### src/rtl/fetch_if.sv
// Fetch unit port bundle: pipeline control in, instruction memory, IF/ID stage and status out.
interface fetch_if;
    logic        stall;
    logic        redirect;
    logic [11:0] redirect_target;
    logic [31:0] instr_in;
    logic [11:0] address;
    logic [31:0] if_id_instr;
    logic [11:0] if_id_pc;
    logic        if_id_valid;
    logic        misalign_err;
    logic        halted;
    logic [15:0] fetch_count;

    // Fetch unit side.
    modport master (
        input  stall, redirect, redirect_target, instr_in,
        output address, if_id_instr, if_id_pc, if_id_valid, misalign_err, halted, fetch_count
    );

    // Pipeline / memory side.
    modport slave (
        output stall, redirect, redirect_target, instr_in,
        input  address, if_id_instr, if_id_pc, if_id_valid, misalign_err, halted, fetch_count
    );
endinterface

### src/rtl/fetch_unit.sv
// Instruction fetch stage: PC register, IF/ID pipeline register and a BOOT/RUN/HALT FSM.
// Redirects beat stalls; an EBREAK capture freezes fetch until reset.
module fetch_unit #(
    parameter logic [11:0] RESET_PC   = 12'h000,
    parameter logic [31:0] NOP_INSTR  = 32'h00000013,
    parameter logic [31:0] HALT_INSTR = 32'h00100073
) (
    input logic     clk,
    input logic     rst,
    fetch_if.master bus
);

    typedef enum logic [1:0] {StBoot, StRun, StHalt} state_e;

    state_e      state_q, state_d;
    logic [11:0] pc_q, pc_d;
    logic [31:0] instr_q, instr_d;
    logic [11:0] ifpc_q, ifpc_d;
    logic        valid_q, valid_d;
    logic        mis_q, mis_d;
    logic [15:0] count_q, count_d;

    // State registers with asynchronous active-high reset.
    always_ff @(posedge clk or posedge rst) begin
        if (rst) begin
            state_q <= StBoot;
            pc_q    <= RESET_PC;
            instr_q <= NOP_INSTR;
            ifpc_q  <= 12'h000;
            valid_q <= 1'b0;
            mis_q   <= 1'b0;
            count_q <= 16'h0000;
        end else begin
            state_q <= state_d;
            pc_q    <= pc_d;
            instr_q <= instr_d;
            ifpc_q  <= ifpc_d;
            valid_q <= valid_d;
            mis_q   <= mis_d;
            count_q <= count_d;
        end
    end

    // Next-state logic: hold by default, misalign flag is a single-cycle pulse.
    always_comb begin
        state_d = state_q;
        pc_d    = pc_q;
        instr_d = instr_q;
        ifpc_d  = ifpc_q;
        valid_d = valid_q;
        mis_d   = 1'b0;
        count_d = count_q;
        unique case (state_q)
            StBoot: begin
                state_d = StRun;
            end
            StRun: begin
                if (bus.redirect) begin
                    pc_d    = {bus.redirect_target[11:2], 2'b00};
                    instr_d = NOP_INSTR;
                    valid_d = 1'b0;
                    mis_d   = |bus.redirect_target[1:0];
                end else if (!bus.stall) begin
                    instr_d = bus.instr_in;
                    ifpc_d  = pc_q;
                    valid_d = 1'b1;
                    if (count_q != 16'hFFFF) begin
                        count_d = count_q + 16'd1;
                    end
                    // EBREAK is captured but the PC stays parked on it.
                    if (bus.instr_in == HALT_INSTR) begin
                        state_d = StHalt;
                    end else begin
                        pc_d = pc_q + 12'd4;
                    end
                end
            end
            StHalt: begin
                if (!bus.stall) begin
                    instr_d = NOP_INSTR;
                    valid_d = 1'b0;
                end
            end
            default: begin
                state_d = StBoot;
            end
        endcase
    end

    // Output mapping.
    always_comb begin
        bus.address      = pc_q;
        bus.if_id_instr  = instr_q;
        bus.if_id_pc     = ifpc_q;
        bus.if_id_valid  = valid_q;
        bus.misalign_err = mis_q;
        bus.halted       = (state_q == StHalt);
        bus.fetch_count  = count_q;
    end

endmodule

### src/flat_wrapper.sv
// flat-port wrapper written by rule: the top's interface ports become plain ports
module fetch_unit_flat 
#(
    parameter logic [11:0] RESET_PC   = 12'h000,
    parameter logic [31:0] NOP_INSTR  = 32'h00000013,
    parameter logic [31:0] HALT_INSTR = 32'h00100073
)
  (clk, rst, bus_stall, bus_redirect, bus_redirect_target, bus_instr_in, bus_address, bus_if_id_instr, bus_if_id_pc, bus_if_id_valid, bus_misalign_err, bus_halted, bus_fetch_count);
  fetch_if bus_i ();
  input logic clk;
  input logic rst;
  input wire logic [$bits(bus_i.stall)-1:0] bus_stall;
  input wire logic [$bits(bus_i.redirect)-1:0] bus_redirect;
  input wire logic [$bits(bus_i.redirect_target)-1:0] bus_redirect_target;
  input wire logic [$bits(bus_i.instr_in)-1:0] bus_instr_in;
  output wire logic [$bits(bus_i.address)-1:0] bus_address;
  output wire logic [$bits(bus_i.if_id_instr)-1:0] bus_if_id_instr;
  output wire logic [$bits(bus_i.if_id_pc)-1:0] bus_if_id_pc;
  output wire logic [$bits(bus_i.if_id_valid)-1:0] bus_if_id_valid;
  output wire logic [$bits(bus_i.misalign_err)-1:0] bus_misalign_err;
  output wire logic [$bits(bus_i.halted)-1:0] bus_halted;
  output wire logic [$bits(bus_i.fetch_count)-1:0] bus_fetch_count;
  assign bus_i.stall = bus_stall;
  assign bus_i.redirect = bus_redirect;
  assign bus_i.redirect_target = bus_redirect_target;
  assign bus_i.instr_in = bus_instr_in;
  assign bus_address = bus_i.address;
  assign bus_if_id_instr = bus_i.if_id_instr;
  assign bus_if_id_pc = bus_i.if_id_pc;
  assign bus_if_id_valid = bus_i.if_id_valid;
  assign bus_misalign_err = bus_i.misalign_err;
  assign bus_halted = bus_i.halted;
  assign bus_fetch_count = bus_i.fetch_count;
  fetch_unit #(.RESET_PC(RESET_PC), .NOP_INSTR(NOP_INSTR), .HALT_INSTR(HALT_INSTR)) u_core (.clk(clk), .rst(rst), .bus(bus_i));
endmodule
### config.mk
export PLATFORM = sky130hd
export DESIGN_NAME = fetch_unit_flat
export DESIGN_NICKNAME = d
export VERILOG_FILES = /design/src/rtl/fetch_if.sv /design/src/rtl/fetch_unit.sv /design/src/flat_wrapper.sv
export SDC_FILE = /design/constraint.sdc
export NUM_CORES = 1
export LEC_CHECK = 0
export CAP_MARGIN = 20
export CORE_MARGIN = 2
export CORE_UTILIZATION = 44
export DETAILED_ROUTE_END_ITERATION = 8
export GPL_TIMING_DRIVEN = 0
export HOLD_SLACK_MARGIN = 0.08
export PLACE_DENSITY = 0.87
export SLEW_MARGIN = 30
export SYNTH_ARGS = -nofsm -noshare
export SYNTH_HDL_FRONTEND = slang
export SYNTH_SLANG_ARGS = --single-unit
### constraint.sdc
create_clock -name clk -period 3.4 [get_ports clk]
set_clock_uncertainty 0.1 [all_clocks]
set_input_delay 0.68 -clock clk [delete_from_list [all_inputs] [get_ports clk]]
set_output_delay 0.68 -clock clk [all_outputs]
set_load 0.005 [all_outputs]
# Word-level counts from Yosys, hierarchy flattened
# Index checks and enable logic that the tools add are counted.
# W data, S select, Z words.
# word_totals
out_inout_bits	75
in_bits	48
word_cells	48
reg_bits	76
# classes
eq_ne	11
bitwise_logic	3
reduce_logical	8
mux	17
n_addsub	2
# op_table
cell	n
$mux W32	3
$pmux W32 S2	1
$mux W12	3
$eq A32 B21 Y1 const B	1
$add A16 B1 Y16 const B	1
$ne A16 B16 Y1 const B	1
$add A12 B3 Y12 const B	1
$reduce_and A3 Y1	3
$ne A2 B2 Y1 const B	4
$reduce_and A4 Y1	2
$mux W2	3
$pmux W2 S3	1
$mux W1	5
$ne A2 B1 Y1 const B	2
$ne A3 B3 Y1 const B	1
$not A1 Y1	3
$eq A2 B1 Y1 const B	1
$eq A2 B2 Y1 const B	1
$logic_not A2 Y1	1
$pmux W1 S2	1
$reduce_bool A2 Y1	1
$reduce_or A2 Y1	1

# Logic depth before layout (Yosys ltp)
# Gate-level depths: netlist of the first run.
# depth
ltp_word	5
depth_mapped	8
mapped_depth_nobuf	6

# Worst setup path after synthesis of the first run
# Ideal clock, no wire load.
# synth_path
kind	in2reg
start	input port bus_instr_in[14]
end	register u_core.pc_q[10] (netlist: u_core.bus.address[10])
setup_time_ps	125
stages	5
t_arrival_ps	2096
n_path_buf	0
path_slack_ps	1079
required_time_ps	3175
path_cell_list	or4_1 > nor4_2 > a21oi_2 > a311oi_1 > nor2_1
# synth_between
elab_chain_cells	3
# synth_rtl
item	line_no	rtl
start, declared	flat_wrapper.sv:15	input wire logic [$bits(bus_i.instr_in)-1:0] bus_instr_in;
$eq A32 B21 Y1	fetch_unit.sv:71	if (bus.instr_in == HALT_INSTR) begin
$ne A2 B2 Y1 (no line)	n/a	
$reduce_and A3 Y1 (no line)	n/a	
end signal, assigned	fetch_unit.sv:35	pc_q <= pc_d;
end, declared	fetch_unit.sv:16	logic [11:0] pc_q, pc_d;
# No other way between the ends.
# A chain may end at the register's enable or synchronous reset.

# Worst setup path after layout of the first run
# layout_path
start	input port bus_instr_in[14]
end	register u_core.pc_q[7] (netlist: u_core.bus.address[7])
# Same word-level chain as after synthesis.

==> metrics.txt, run 1 <==
fin nets=between 500 and 600; width of the chip=about 90 µm; Slew HR=58.43%; Mapped Avg Cell Area=between 9 and 10 µm²; Hold Path Stages=2; share of layout cells above drive strength 1=7.143%; design internal power=about 1.5 mW; PostCTS Resize Cnt=0; Cell Pwr Density=between 400 and 500 nW/µm²; number of max-cap violations=0; sequential share of power=roughly half; clock latency at the later pin of the worst-skew pair=0.35 ns; min Tclk post-route=around 2.6 ns; ys async rst share=100.0%; Die Span Y=about 91 µm; post-route cell area=around 4800 µm²; GRT overflow=0; cts hold-fix bufs=0; data arrival time of the critical path=between 2 and 3 ns; number of flops mapped to enable cells by yosys=0; routed vias=3036; antenna violations before repair=0; Psw=between 0.5 and 0.6 mW; WP data required=around 3.5 ns; IO buf count=~120; Synth warnings=0; HPWL after DPL=roughly 6900 µm; vias in the first global route=a little over 3000; Starting Density=45.45%; fin crit share=76.19%; CP startpoint kind=input pin; clock root buffer master=clkbuf_8; CTS HTree Levels=3; Place WS=between 0.4 and 0.5 ns; RD Place Congestion=between 0.8 and 0.9; DRC Markers=0; post-CTS setup buffer count=0; synth unique cells=54; CP Max Fanout=9; Clock power frac=around 28%; Vias per Instance=around 5.3; die area=around 8200 µm²; slew at the pin closest to its max-slew limit=slightly above 0.6 ns; Antenna diodes=0; global-route total usage across every layer=a little under a quarter; Final ANT Viol Nets=0; top_reg_cell synth=dfrtp_1; final number of setup-violating endpoints=0; wire length per cell=approximately 16 µm; first-pass GRT wire length=14870 µm; Top Ports=about 120; Sw Share=between 20% and 30%; max-slew violations=0; power share of the combinational group=22.2%; CTS Buffer Depth=2; maximum vdd drop=between 0.15 and 0.2 mV; Filler Cell Count=~630; Hold Vio Cnt, Final=0; drt pass-1 iters=4; Num CTS Buffers=9; largest net degree at the start of global routing=46; run status=finished, final reports clean; Core Region=approximately 7300 µm²; Yosys reg bits=72; FF-to-FF path depth=8; Row Count=31; fmax=0.3860 GHz; Seq/Total Area, Yosys=54.47%; WL final=between 9000 and 10000 µm; Reg clk slew, reported paths=0.07 ns; Layout area overhead=45.79%; detailed router's first-iteration violation count=roughly 190; CTS tree=done; Clock Sinks=72; critical setup path kind=input pin to flop; Placement Cell Area=4661 µm²; setup ws final=0.8094 ns; RSZ-0062 raised after global routing=no; Post-Synthesis Cells=between 300 and 400; crit path capture type=flop; worst hold path type=flop to flop; Mapped Area=about 3300 µm²; LEAKAGE=about 2.1 nW
-- critical path, stage by stage --
cell	delay, ns
clkdlybuf4s50_1	0.42
or4_1	0.61
nor4_4	0.61
o21ai_1	0.17
a32o_1	0.24
-- worst paths after layout --
check,from,end,slack (ns)
min,u_core.bus.if_id_instr[0]$_DFFE_PP1P_,u_core.bus.if_id_instr[0]$_DFFE_PP1P_,0.36
min in group asynchronous,rst,u_core.bus.fetch_count[7]$_DFFE_PP0P_,0.57
max,bus_instr_in[14],u_core.bus.address[7]$_DFFE_PP0P_,0.81
max in group asynchronous,rst,u_core.bus.if_id_instr[0]$_DFFE_PP1P_,2.03
min reg2reg,u_core.bus.if_id_instr[0]$_DFFE_PP1P_,u_core.bus.if_id_instr[0]$_DFFE_PP1P_,0.36
max reg2reg,u_core.bus.fetch_count[1]$_DFFE_PP0P_,u_core.bus.fetch_count[4]$_DFFE_PP0P_,1.10
-- logic make-up after synthesis --
logic type               synth area share [%]
adder cells (fa/ha/maj)                0.7549
buffers and inverters                   4.530
AO/OA/AOI/OAI                           11.74
AND/OR/NAND/NOR                         23.37
XOR/XNOR                                3.964
multiplexers                            1.057
other                                  0.1131
flip-flops                              54.47
-- flip-flops by register name, summed over array words and instances, names as in the netlist --
signal                   count
u_core.bus.if_id_instr      32
u_core.bus.fetch_count      16
u_core.bus.address          10
u_core.bus.if_id_pc         10
u_core.state_q               2
u_core.bus.if_id_valid       1
u_core.bus.misalign_err      1
-- stage by stage --
| stage | TNS, ns | utilization [%] | hold slack (ns) | power [mW] | instances |
|---|---|---|---|---|---|
| final | 0 | 66.27 | 0.3589 | 2.119 | 575 |
| after global routing | 0 | 66.27 | 0.3800 | 2.226 | 575 |
| after CTS | 0 | 66.27 | 0.3620 | 2.138 | 575 |
| after detailed placement | 0 | 63.92 | 0.3511 | 1.535 | 559 |
| after global placement | -28.06 | 63.50 | 0.3460 | 1.510 | 558 |
| after floorplan | 0 | - | 0.3326 | 1.220 | 341 |
-- metal layers --
layer | track usage (%) | share of wire, % | wire [µm]
met1 | 28.50 | 40 | 3675
met2 | 37.19 | 49 | 4453
met4 | 8.460 | 1.8 | 161
met3 | 6.678 | 8.8 | 799
met5 | 0 | 0 | 0
-- power by group through the flow --
stage                     clock (mW)  combinational (mW)  sequential, mW
after CTS                      0.617               0.476            1.05
after global placement             0               0.455            1.05
after floorplan                    0               0.169            1.05
after global routing           0.650               0.513            1.06
final                          0.603               0.469            1.05
after detailed placement           0               0.475            1.06
-- synth_stat cells (all sizes together), types with 2 or more instances --
cell type  instances  share of area [%]
dfstp              3                2.4
a21oi              6                1.0
inv               11                1.2
nand3             11                1.7
o21ai             24                3.6
or4                3               0.68
dfrtp             69                 52
a22o              10                2.6
clkbuf            12                1.4
xnor2              8                2.1
ha                 2               0.75
o22ai              3               0.57
and2               2               0.45
buf                8                1.9
nor2              23                2.6
nor4b              2               0.53
nand4             11                2.3
and4               4                1.1
nor4              10                2.5
nand2             76                8.6
mux2i              2               0.60
nor2b              2               0.38
xor2               7                1.8
nor3               5               0.75
a32o               2               0.60
a211oi             2               0.45
a221oi             3               0.79
-- final cells by class --
class                      count  area, µm²  area share, %
tap                           99      123.9          2.563
multi-input combinational    238       1370          28.35
clock buffer                  15      166.4          3.444
buffer                        20      108.9          2.253
clock inverter                 1      5.005         0.1036
sequential                    72       1805          37.36
inverter                      11      43.79         0.9063
timing repair buffer         119       1209          25.01
-- cell usage in the layout (no fill, tap or decap), types with 4 or more instances in the layout --
| cell type | netlist | layout |
|---|---|---|
| nand2_1 | 76 | 76 |
| inv_1 | 11 | 10 |
| o21ai_0 | 22 | 22 |
| clkbuf_1 | 11 | 15 |
| buf_4 | 4 | 4 |
| conb_1 | 1 | 4 |
| nor4_1 | 8 | 8 |
| xnor2_1 | 8 | 8 |
| a21oi_1 | 5 | 5 |
| nor3_1 | 5 | 5 |
| nand3_1 | 11 | 11 |
| a22o_1 | 10 | 10 |
| nor2_1 | 23 | 23 |
| dfrtp_1 | 69 | 69 |
| xor2_1 | 7 | 7 |
| nand4_1 | 10 | 10 |
| clkbuf_8 | 0 | 11 |
| clkdlybuf4s50_1 | 0 | 118 |
Power figures use the tool's default switching activity.
==> run 2: changes to the inputs <==
==> constraint.sdc (replaced) <==
create_clock -name clk -period 2.6 [get_ports clk]
set_clock_uncertainty 0.1 [all_clocks]
set_input_delay 0.52 -clock clk [delete_from_list [all_inputs] [get_ports clk]]
set_output_delay 0.52 -clock clk [all_outputs]
set_load 0.005 [all_outputs]
==> results of run 2 <==
The final DEF is identical to that of run 1. Status: finished, final reports clean.
Main changes from that run: setup slack after placement 0.4696 ns -> -0.1704 ns; setup slack after layout 0.8094 ns -> 0.1694 ns; register-to-register setup slack 1.10 ns -> 0.30 ns; total power 2.119 mW -> 2.770 mW; worst IR drop on VDD 0.1863 mV -> 0.2436 mV
